[src/rtl/pixel_clip_fifo_if.sv]
// Pixel stream bundle: circle-drawer side (in_*) and framebuffer side (out_*).
// master drives the pixel source and framebuffer ready; slave is the clip FIFO.
interface pixel_clip_fifo_if #(
  parameter int X_W      = 8,
  parameter int Y_W      = 7,
  parameter int COLOUR_W = 3
);
  logic [X_W-1:0]      in_x;
  logic [Y_W-1:0]      in_y;
  logic [COLOUR_W-1:0] in_colour;
  logic                in_plot;
  logic                in_ready;
  logic [X_W-1:0]      out_x;
  logic [Y_W-1:0]      out_y;
  logic [COLOUR_W-1:0] out_colour;
  logic                out_plot;
  logic                out_ready;

  modport master (
    output in_x, in_y, in_colour, in_plot, out_ready,
    input  in_ready, out_x, out_y, out_colour, out_plot
  );

  modport slave (
    input  in_x, in_y, in_colour, in_plot, out_ready,
    output in_ready, out_x, out_y, out_colour, out_plot
  );
endinterface

[src/rtl/pixel_clip_fifo.sv]
// Clips off-screen pixels and queues on-screen ones in a registered FWFT FIFO; latency 1.
// Upstream stalls on in_ready (=!full, clipped pixels included); done waits for a full drain.
module pixel_clip_fifo #(
  parameter int SCREEN_W = 160,
  parameter int SCREEN_H = 120,
  parameter int DEPTH    = 8,
  parameter int X_W      = 8,
  parameter int Y_W      = 7,
  parameter int COLOUR_W = 3,
  localparam int CW      = $clog2(DEPTH + 1),
  localparam int PW      = $clog2(DEPTH)
) (
  input  logic          clk,
  input  logic          rst_n,
  pixel_clip_fifo_if.slave pix,
  input  logic          in_done,
  output logic          done,
  output logic [CW-1:0] count,
  output logic [15:0]   drop_count,
  input  logic          clear_drops
);

  typedef struct packed {
    logic [X_W-1:0]      x;
    logic [Y_W-1:0]      y;
    logic [COLOUR_W-1:0] colour;
  } pix_t;

  pix_t          mem [DEPTH];
  pix_t          in_pix;
  pix_t          head_q;
  pix_t          head_next;
  logic [PW-1:0] wr_ptr;
  logic [PW-1:0] rd_ptr;
  logic [PW-1:0] rd_ptr_next;
  logic [CW-1:0] count_next;
  logic          full;
  logic          empty;
  logic          push_req;
  logic          on_screen;
  logic          store;
  logic          clip;
  logic          pop;

  assign in_pix    = '{x: pix.in_x, y: pix.in_y, colour: pix.in_colour};
  assign full      = (count == CW'(DEPTH));
  assign empty     = (count == '0);
  assign push_req  = pix.in_plot & ~full;
  assign on_screen = ({1'b0, pix.in_x} < (X_W + 1)'(SCREEN_W)) &&
                     ({1'b0, pix.in_y} < (Y_W + 1)'(SCREEN_H));
  assign store     = push_req & on_screen;
  assign clip      = push_req & ~on_screen;
  assign pop       = ~empty & pix.out_ready;

  assign count_next  = count + CW'(store) - CW'(pop);
  assign rd_ptr_next = rd_ptr + PW'(pop);

  // The head register is reloaded every cycle from the entry that will be at the head
  // after this edge; when the FIFO is (or becomes) otherwise empty that entry is the
  // incoming pixel, which is not yet in mem.
  always_comb begin
    head_next = head_q;
    if (count_next != '0) begin
      if (store && (count == CW'(pop))) begin
        head_next = in_pix;
      end else begin
        head_next = mem[rd_ptr_next];
      end
    end
  end

  always_ff @(posedge clk) begin
    if (store) begin
      mem[wr_ptr] <= in_pix;
    end
  end

  always_ff @(posedge clk or negedge rst_n) begin
    if (!rst_n) begin
      wr_ptr <= '0;
      rd_ptr <= '0;
      count  <= '0;
      head_q <= '0;
      done   <= 1'b0;
    end else begin
      if (store) begin
        wr_ptr <= wr_ptr + PW'(1);
      end
      rd_ptr <= rd_ptr_next;
      count  <= count_next;
      head_q <= head_next;
      done   <= in_done & (count_next == '0);
    end
  end

  always_ff @(posedge clk or negedge rst_n) begin
    if (!rst_n) begin
      drop_count <= '0;
    end else if (clear_drops) begin
      drop_count <= '0;
    end else if (clip && (drop_count != 16'hFFFF)) begin
      drop_count <= drop_count + 16'd1;
    end
  end

  assign pix.in_ready   = ~full;
  assign pix.out_plot   = ~empty;
  assign pix.out_x      = head_q.x;
  assign pix.out_y      = head_q.y;
  assign pix.out_colour = head_q.colour;

endmodule
[src/flat_wrapper.sv]
// flat-port wrapper written by rule: the top's interface ports become plain ports
module pixel_clip_fifo_flat 
#(
  parameter int SCREEN_W = 160,
  parameter int SCREEN_H = 120,
  parameter int DEPTH    = 8,
  parameter int X_W      = 8,
  parameter int Y_W      = 7,
  parameter int COLOUR_W = 3,
  localparam int CW      = $clog2(DEPTH + 1),
  localparam int PW      = $clog2(DEPTH)
)
  (clk, rst_n, in_done, done, count, drop_count, clear_drops, pix_in_x, pix_in_y, pix_in_colour, pix_in_plot, pix_out_ready, pix_in_ready, pix_out_x, pix_out_y, pix_out_colour, pix_out_plot);
  pixel_clip_fifo_if #(.X_W(X_W), .Y_W(Y_W), .COLOUR_W(COLOUR_W)) pix_i ();
  input  logic clk;
  input  logic rst_n;
  input  logic in_done;
  output logic done;
  output logic [CW-1:0] count;
  output logic [15:0] drop_count;
  input  logic clear_drops;
  input wire logic [$bits(pix_i.in_x)-1:0] pix_in_x;
  input wire logic [$bits(pix_i.in_y)-1:0] pix_in_y;
  input wire logic [$bits(pix_i.in_colour)-1:0] pix_in_colour;
  input wire logic [$bits(pix_i.in_plot)-1:0] pix_in_plot;
  input wire logic [$bits(pix_i.out_ready)-1:0] pix_out_ready;
  output wire logic [$bits(pix_i.in_ready)-1:0] pix_in_ready;
  output wire logic [$bits(pix_i.out_x)-1:0] pix_out_x;
  output wire logic [$bits(pix_i.out_y)-1:0] pix_out_y;
  output wire logic [$bits(pix_i.out_colour)-1:0] pix_out_colour;
  output wire logic [$bits(pix_i.out_plot)-1:0] pix_out_plot;
  assign pix_i.in_x = pix_in_x;
  assign pix_i.in_y = pix_in_y;
  assign pix_i.in_colour = pix_in_colour;
  assign pix_i.in_plot = pix_in_plot;
  assign pix_i.out_ready = pix_out_ready;
  assign pix_in_ready = pix_i.in_ready;
  assign pix_out_x = pix_i.out_x;
  assign pix_out_y = pix_i.out_y;
  assign pix_out_colour = pix_i.out_colour;
  assign pix_out_plot = pix_i.out_plot;
  pixel_clip_fifo #(.SCREEN_W(SCREEN_W), .SCREEN_H(SCREEN_H), .DEPTH(DEPTH), .X_W(X_W), .Y_W(Y_W), .COLOUR_W(COLOUR_W)) u_core (.clk(clk), .rst_n(rst_n), .pix(pix_i), .in_done(in_done), .done(done), .count(count), .drop_count(drop_count), .clear_drops(clear_drops));
endmodule
[config.mk]
export PLATFORM = sky130hd
export DESIGN_NAME = pixel_clip_fifo_flat
export DESIGN_NICKNAME = d
export VERILOG_FILES = /design/src/rtl/pixel_clip_fifo_if.sv /design/src/rtl/pixel_clip_fifo.sv /design/src/flat_wrapper.sv
export SDC_FILE = /design/constraint.sdc
export NUM_CORES = 1
export LEC_CHECK = 0
export CAP_MARGIN = 20
export CELL_PAD_IN_SITES_DETAIL_PLACEMENT = 0
export CELL_PAD_IN_SITES_GLOBAL_PLACEMENT = 1
export CORE_ASPECT_RATIO = 2
export CORE_MARGIN = 10
export CORE_UTILIZATION = 40
export DETAILED_ROUTE_END_ITERATION = 8
export GPL_TIMING_DRIVEN = 0
export PLACE_DENSITY_LB_ADDON = 0.1
export SLEW_MARGIN = 40
export SYNTH_ARGS = -nofsm -noshare
export SYNTH_HDL_FRONTEND = slang
export SYNTH_SLANG_ARGS = --single-unit
[constraint.sdc]
create_clock -name clk -period 4.2 [get_ports clk]
set_input_delay 0.84 -clock clk [delete_from_list [all_inputs] [get_ports clk]]
set_output_delay 0.84 -clock clk [all_outputs]
set_load 0.02 [all_outputs]
# --- After elaboration in Yosys (flattened, before gate mapping) ---
# Memories as Yosys holds them, arrays and structs flattened.
# Index checks and enable logic that the tools add are counted.
word_totals:
  input_bits: 24
  ramBits: 144
  output_inout_bits: 41
  memories: 1
  word_cells: 39
  regBits: 45
op_classes:
  n_reduce_logical: 7
  muxes: 5
  bitwise: 8
  order_cmp: 2
  n_eq_ne: 3
  n_addsub: 5
memory_table:
  columns: ["name", "depth", "word_bits", "read_ports", "rd_clocked_by_memory_dff", "wr", "line_no", "rtl"]
  rows:
  - ["u_core.mem", 8, 18, 1, 0, 1, "pixel_clip_fifo.sv:29", "pix_t mem [DEPTH];"]
op_table:
  columns: ["op", "count"]
  rows:
  - ["$mux W16", 2]
  - ["$mux W18", 1]
  - ["$add A16 B1 Y16 const B", 1]
  - ["$ne A16 B16 Y1 const B", 1]
  - ["$logic_not A4 Y1", 2]
  - ["$lt A8 B8 Y1 const B", 1]
  - ["$lt A7 B7 Y1 const B", 1]
  - ["$and A1 B1 Y1", 5]
  - ["$add A4 B1 Y4", 1]
  - ["$eq A4 B1 Y1", 1]
  - ["$eq A4 B4 Y1 const B", 1]
  - ["$reduce_bool A4 Y1", 1]
  - ["$sub A4 B1 Y4", 1]
  - ["$add A3 B1 Y3", 1]
  - ["$add A3 B1 Y3 const B", 1]
  - ["$logic_and A1 B1 Y1", 3]
  - ["$not A1 Y1", 3]
  - ["$mux W1", 2]
  - ["$reduce_bool A2 Y1", 1]

# --- Depth between registers and ports, before layout ---
depth:
  ltp_word: 8
  depth_mapped: 14
  depth_no_buf: 12

# --- Worst setup path after synthesis ---
# Ideal clock, no wire load.
synth_timing:
  path_type: "register to register"
  startpoint: "register u_core.count[2]"
  endpoint: "register u_core.head_q (netlist bit u_core.pix.out_colour[0])"
  t_arrival_ps: 3299
  slack_ps: 776
  period_less_slack_ps: 3424
  required_ps: 4075
  stages_incl_launch_ff: 13
  cell_sequence: "dfrtp_1 -> inv_1 -> ha_1 -> or3b_1 -> and4_1 -> buf_4 -> ha_1 -> fa_1 -> xor2_1 -> nor3_1 -> nand2_1 -> clkbuf_1 -> mux2_2"
synth_via:
  elab_chain_len: 7
  elab_cells_between_ends: 15
synth_rtl:
  columns: ["item", "line_no", "rtl"]
  rows:
  - ["from (decl)", "pixel_clip_fifo.sv:18", "output logic [CW-1:0] count,"]
  - ["from (signal assigned)", "pixel_clip_fifo.sv:90", "count <= count_next;"]
  - ["$eq A4 B4 Y1", "pixel_clip_fifo.sv:46", "assign full = (count == CW'(DEPTH));"]
  - ["$not A1 Y1", null, null]
  - ["net pix_in_ready", "flat_wrapper.sv:27", "output wire logic [$bits(pix_i.in_ready)-1:0] pix_in_ready;"]
  - ["$and A1 B1 Y1", "pixel_clip_fifo.sv:48", "assign push_req = pix.in_plot & ~full;"]
  - ["$and A1 B1 Y1", "pixel_clip_fifo.sv:51", "assign store = push_req & on_screen;"]
  - ["net u_core.store", "pixel_clip_fifo.sv:41", "logic store;"]
  - ["$add A4 B1 Y4", "pixel_clip_fifo.sv:55", "assign count_next = count + CW'(store) - CW'(pop);"]
  - ["$sub A4 B1 Y4", "pixel_clip_fifo.sv:55", null]
  - ["net u_core.count_next[2]", "pixel_clip_fifo.sv:36", "logic [CW-1:0] count_next;"]
  - ["$reduce_bool A4 Y1", "pixel_clip_fifo.sv:63", "if (count_next != '0) begin"]
  - ["to (signal assigned)", "pixel_clip_fifo.sv:91", "head_q <= head_next;"]
  - ["to (decl)", "pixel_clip_fifo.sv:31", "pix_t head_q;"]
# The timed path passes the listed nets, and every way through them passes these cells.
# A chain may end at the register's enable or synchronous reset.

# --- Worst setup path after layout ---
layout_timing:
  startpoint: "input port pix_in_y[5]"
  endpoint: "register u_core.head_q (netlist bit u_core.pix.out_colour[1])"
layout_via:
  elab_chain_len: 6
  elab_cells_between_ends: 8
layout_rtl:
  columns: ["item", "line_no", "rtl"]
  rows:
  - ["from (decl)", "flat_wrapper.sv:23", "input wire logic [$bits(pix_i.in_y)-1:0] pix_in_y;"]
  - ["$lt A7 B7 Y1", "pixel_clip_fifo.sv:50", "({1'b0, pix.in_y} < (Y_W + 1)'(SCREEN_H));"]
  - ["$logic_and A1 B1 Y1", "pixel_clip_fifo.sv:49", "assign on_screen = ({1'b0, pix.in_x} < (X_W + 1)'(SCREEN_W)) &&"]
  - ["$and A1 B1 Y1", "pixel_clip_fifo.sv:51", null]
  - ["net u_core.store", "pixel_clip_fifo.sv:41", null]
  - ["$add A4 B1 Y4", "pixel_clip_fifo.sv:55", null]
  - ["$sub A4 B1 Y4", "pixel_clip_fifo.sv:55", null]
  - ["net u_core.count_next[2]", "pixel_clip_fifo.sv:36", null]
  - ["$reduce_bool A4 Y1", "pixel_clip_fifo.sv:63", null]
# The timed path passes the listed nets, and every way through them passes these cells.

==> results_dict.tcl <==
set metrics [dict create \
    setup-violations-final 0 \
    drive_gt1_share_pct 21.1 \
    netlist_area_sq_um 8030 \
    tightest_slew_ns 0.711 \
    maxSlewViolCount 0 \
    met1_length_mm 7.53 \
    globalRouteTotalUtil_pct 15.7 \
    ir_worst_vdd_v 0.000429 \
    grt_pass1_vias 5253 \
    yosys-mux-area-fraction_pct 12.5 \
    tritoncts "yes" \
    port_buffers 63 \
    route.vias.total 4747 \
    synth_edf_count 144 \
    route.detailed.drc 0 \
    start_util_pct 40.5 \
    fin_ws_ns 0.195 \
    ys_seq_area_share_pct 67.9 \
    reg2reg_slack_ns 0.49 \
    arrival_ns 4.33 \
    path_max_fanout 10 \
    clock_latency_ns 0.44 \
    final_common_cell "edfxtp_1" \
    post_cts_resized 2 \
    gp_congestion 0.792 \
    vias_per_cell 5.30 \
    synth_xor_area_share_pct 1.95 \
    finalWirelength_mm 19.9 \
    switching_share_pct 35.4 \
    synth_warnings 0 \
    p_int_uw 4660 \
    fin_area_sq_um 9820 \
    skew_ns 0.00907 \
    outcome "finished clean" \
    routedWlPerCell_um 22.2 \
    ys.flop_type "edfxtp_1" \
    final_util_pct 49.5 \
    ioPinCount 65 \
    ant_nets 0 \
    syn_area_per_cell_sq_um 15.5 \
    core_sq_um 19800 \
    seqPwrFrac_pct 33.6 \
    synth_fa_ha_area_share_pct 1.81 \
    cts_setup_buffers 0 \
    p_leak_uw 0.00340 \
    ys_ff_latch 189 \
    fmax_ghz 0.250 \
    place_ws_ns -0.722 \
    path_class "primary input to flop" \
    startpoint_type "primary input" \
    min_path_type "primary input to asynchronous set/reset pin" \
    cts_made_buffers 17 \
    worst_setup_path_end_kind "flop" \
    synth.distinct_cells 42 \
    first_pass_iters 4 \
    required_ns 4.52 \
    fp.dieH_um 220 \
    grt_pass1_wl_mm 31.0 \
    r2r_cells 13 \
    period_needed_ns 4.01 \
    ctsRootBufferMaster "clkbuf_16" \
    hpwl_mm 14.6 \
    drv_cap 0 \
    rsz0062_at_grt "false" \
    layout_common_cells "144 x edfxtp_1, 62 x clkdlybuf4s50_1, 55 x mux2_2, 45 x dfrtp_1, 35 x nor2b_1" \
    fill_cells 1759 \
    hold_violations 0 \
    synth.largest_area_cell "edfxtp_1" \
    die_x_um 120 \
    h-tree-depth 4 \
    area_growth_syn_to_layout_pct 22.3 \
    place_area_sq_um 9220 \
    p_sw_uw 2550 \
    grt_antenna_before_repair 0 \
    synth_cells 518 \
    ys_async_sr_fraction_pct 23.8 \
    clockPowerShare_pct 22.7 \
    drt_iter0_drc 256 \
    cts_sinks 189 \
    p_comb_share_pct 43.7 \
    grt-ovfl-total 0 \
    synth_top_cell_area_share_pct 53.8 \
    route.met3.wl_um 888 \
    dieArea_sq_um 26500 \
    synth_compound_area_share_pct 6.14 \
    hold_buffers 0 \
    ctsLongestPathBuffers 2 \
    grt_max_degree 25 \
    path_clk_slew_ns 0.07 \
    synth_nets 553 \
    min_period_over_period_pct 95.4 \
    layout.nets 656 \
    row_count 73 \
    top_layer_used "met4" \
    n_antenna_cell 0 \
    netlist_top_cells_area "edfxtp_1 54%, dfrtp_1 14%, mux2_2 7.7%" \
    synth_simple_gate_area_share_pct 7.52 \
    synth_top_family_by_area "multiplexers" \
    max_slew_margin_pct 52.2 \
    power_density_nw_per_um2 734 \
    wl_met2_mm 11.1 \
]
## metrics by stage
stage               total power (uW)  hold WS [ns]  instances  TNS [ns]
detailed placement              5680         0.495        864     -6.95
global placement                5550         0.485        843   -118.32
CTS                             7330         0.302        896         0
finish                          7210         0.312        896         0
floorplan                       4520         0.475        518         0
global route                    7640         0.317        896         0
## layer usage
| metal | track usage, % | vias to the layer above |
|---|---|---|
| met4 | 5.30 | 0 |
| li1 | - | 2205 |
| met3 | 4.42 | 24 |
| met1 | 17.1 | 2423 |
| met5 | 0 | - |
| met2 | 28.5 | 95 |
## layout make-up
cell class / count / area [sq um] / area share, %
clock buffers: 17 / 425 / 4.33
repair buffers: 84 / 806 / 8.20
plain buffers: 30 / 135 / 1.38
well taps: 262 / 328 / 3.34
flip-flops and latches: 189 / 5450 / 55.5
multi-input cells: 287 / 2460 / 25.0
clock inverters: 15 / 174 / 1.77
inverters: 12 / 45.0 / 0.459
## registers in the layout, indices dropped and copies added (netlist names)
| name | cells |
|---|---|
| u_core.pix.out_x | 8 |
| u_core.pix.out_y | 7 |
| u_core.mem | 144 |
| u_core.rd_ptr | 3 |
| u_core.done | 1 |
| u_core.wr_ptr | 3 |
| u_core.pix.out_colour | 3 |
| u_core.count | 4 |
| u_core.drop_count | 16 |
## logic make-up after synthesis
kind of cell | after synthesis
XOR/XNOR | 17
buffers and inverters | 42
flip-flops | 189
AO/OA/AOI/OAI | 62
multiplexers | 91
adder cells (fa/ha/maj) | 11
AND/OR/NAND/NOR | 106
## synth_stat cells (2+ instances only)
| cell | number |
|---|---|
| nor3_1 | 7 |
| edfxtp_1 | 144 |
| o21ai_0 | 3 |
| a21oi_1 | 4 |
| inv_1 | 11 |
| clkbuf_1 | 18 |
| buf_1 | 3 |
| nand3_1 | 5 |
| or3b_1 | 2 |
| xnor2_1 | 14 |
| nor2b_1 | 35 |
| mux4_2 | 2 |
| buf_2 | 5 |
| xor2_1 | 2 |
| buf_4 | 4 |
| a2111oi_0 | 34 |
| nor2_1 | 19 |
| ha_1 | 10 |
| nor4_1 | 7 |
| nor3b_1 | 6 |
| mux2_2 | 55 |
| nand4_1 | 4 |
| nand2_1 | 11 |
| mux2i_1 | 34 |
| a211oi_1 | 18 |
| dfrtp_1 | 45 |
## critical path, cell delays in order
cell             delay (ns)
clkdlybuf4s50_1        0.73
nand4_1                0.30
and4_1                 0.29
buf_4                  0.16
ha_1                   0.23
fa_1                   0.39
xor2_1                 0.19
nor3_1                 0.08
nand2_2                0.32
clkbuf_2               0.41
mux2_2                 0.38
## worst paths after layout
check	from	to
worst max-delay path	pix_in_y[5]	u_core.pix.out_colour[1]
worst min-delay path	rst_n	u_core.drop_count[4]
worst max register to register	u_core.count[2]	u_core.pix.out_x[2]
worst min register to register	u_core.pix.out_x[3]	u_core.pix.out_x[3]
max in group asynchronous	rst_n	u_core.pix.out_y[1]
min in group clk	u_core.pix.out_x[3]	u_core.pix.out_x[3]
## power by group through the flow
stage          Clock [uW]  Sequential, uW  Combinational [uW]
2_1_floorplan           0            2590                1930
3_3_place_gp            0            2470                3080
3_5_place_dp            0            2470                3210
4_1_cts              1670            2430                3230
5_1_grt              1740            2460                3440
6_report             1630            2430                3150
(Power assumes the default switching activity.)
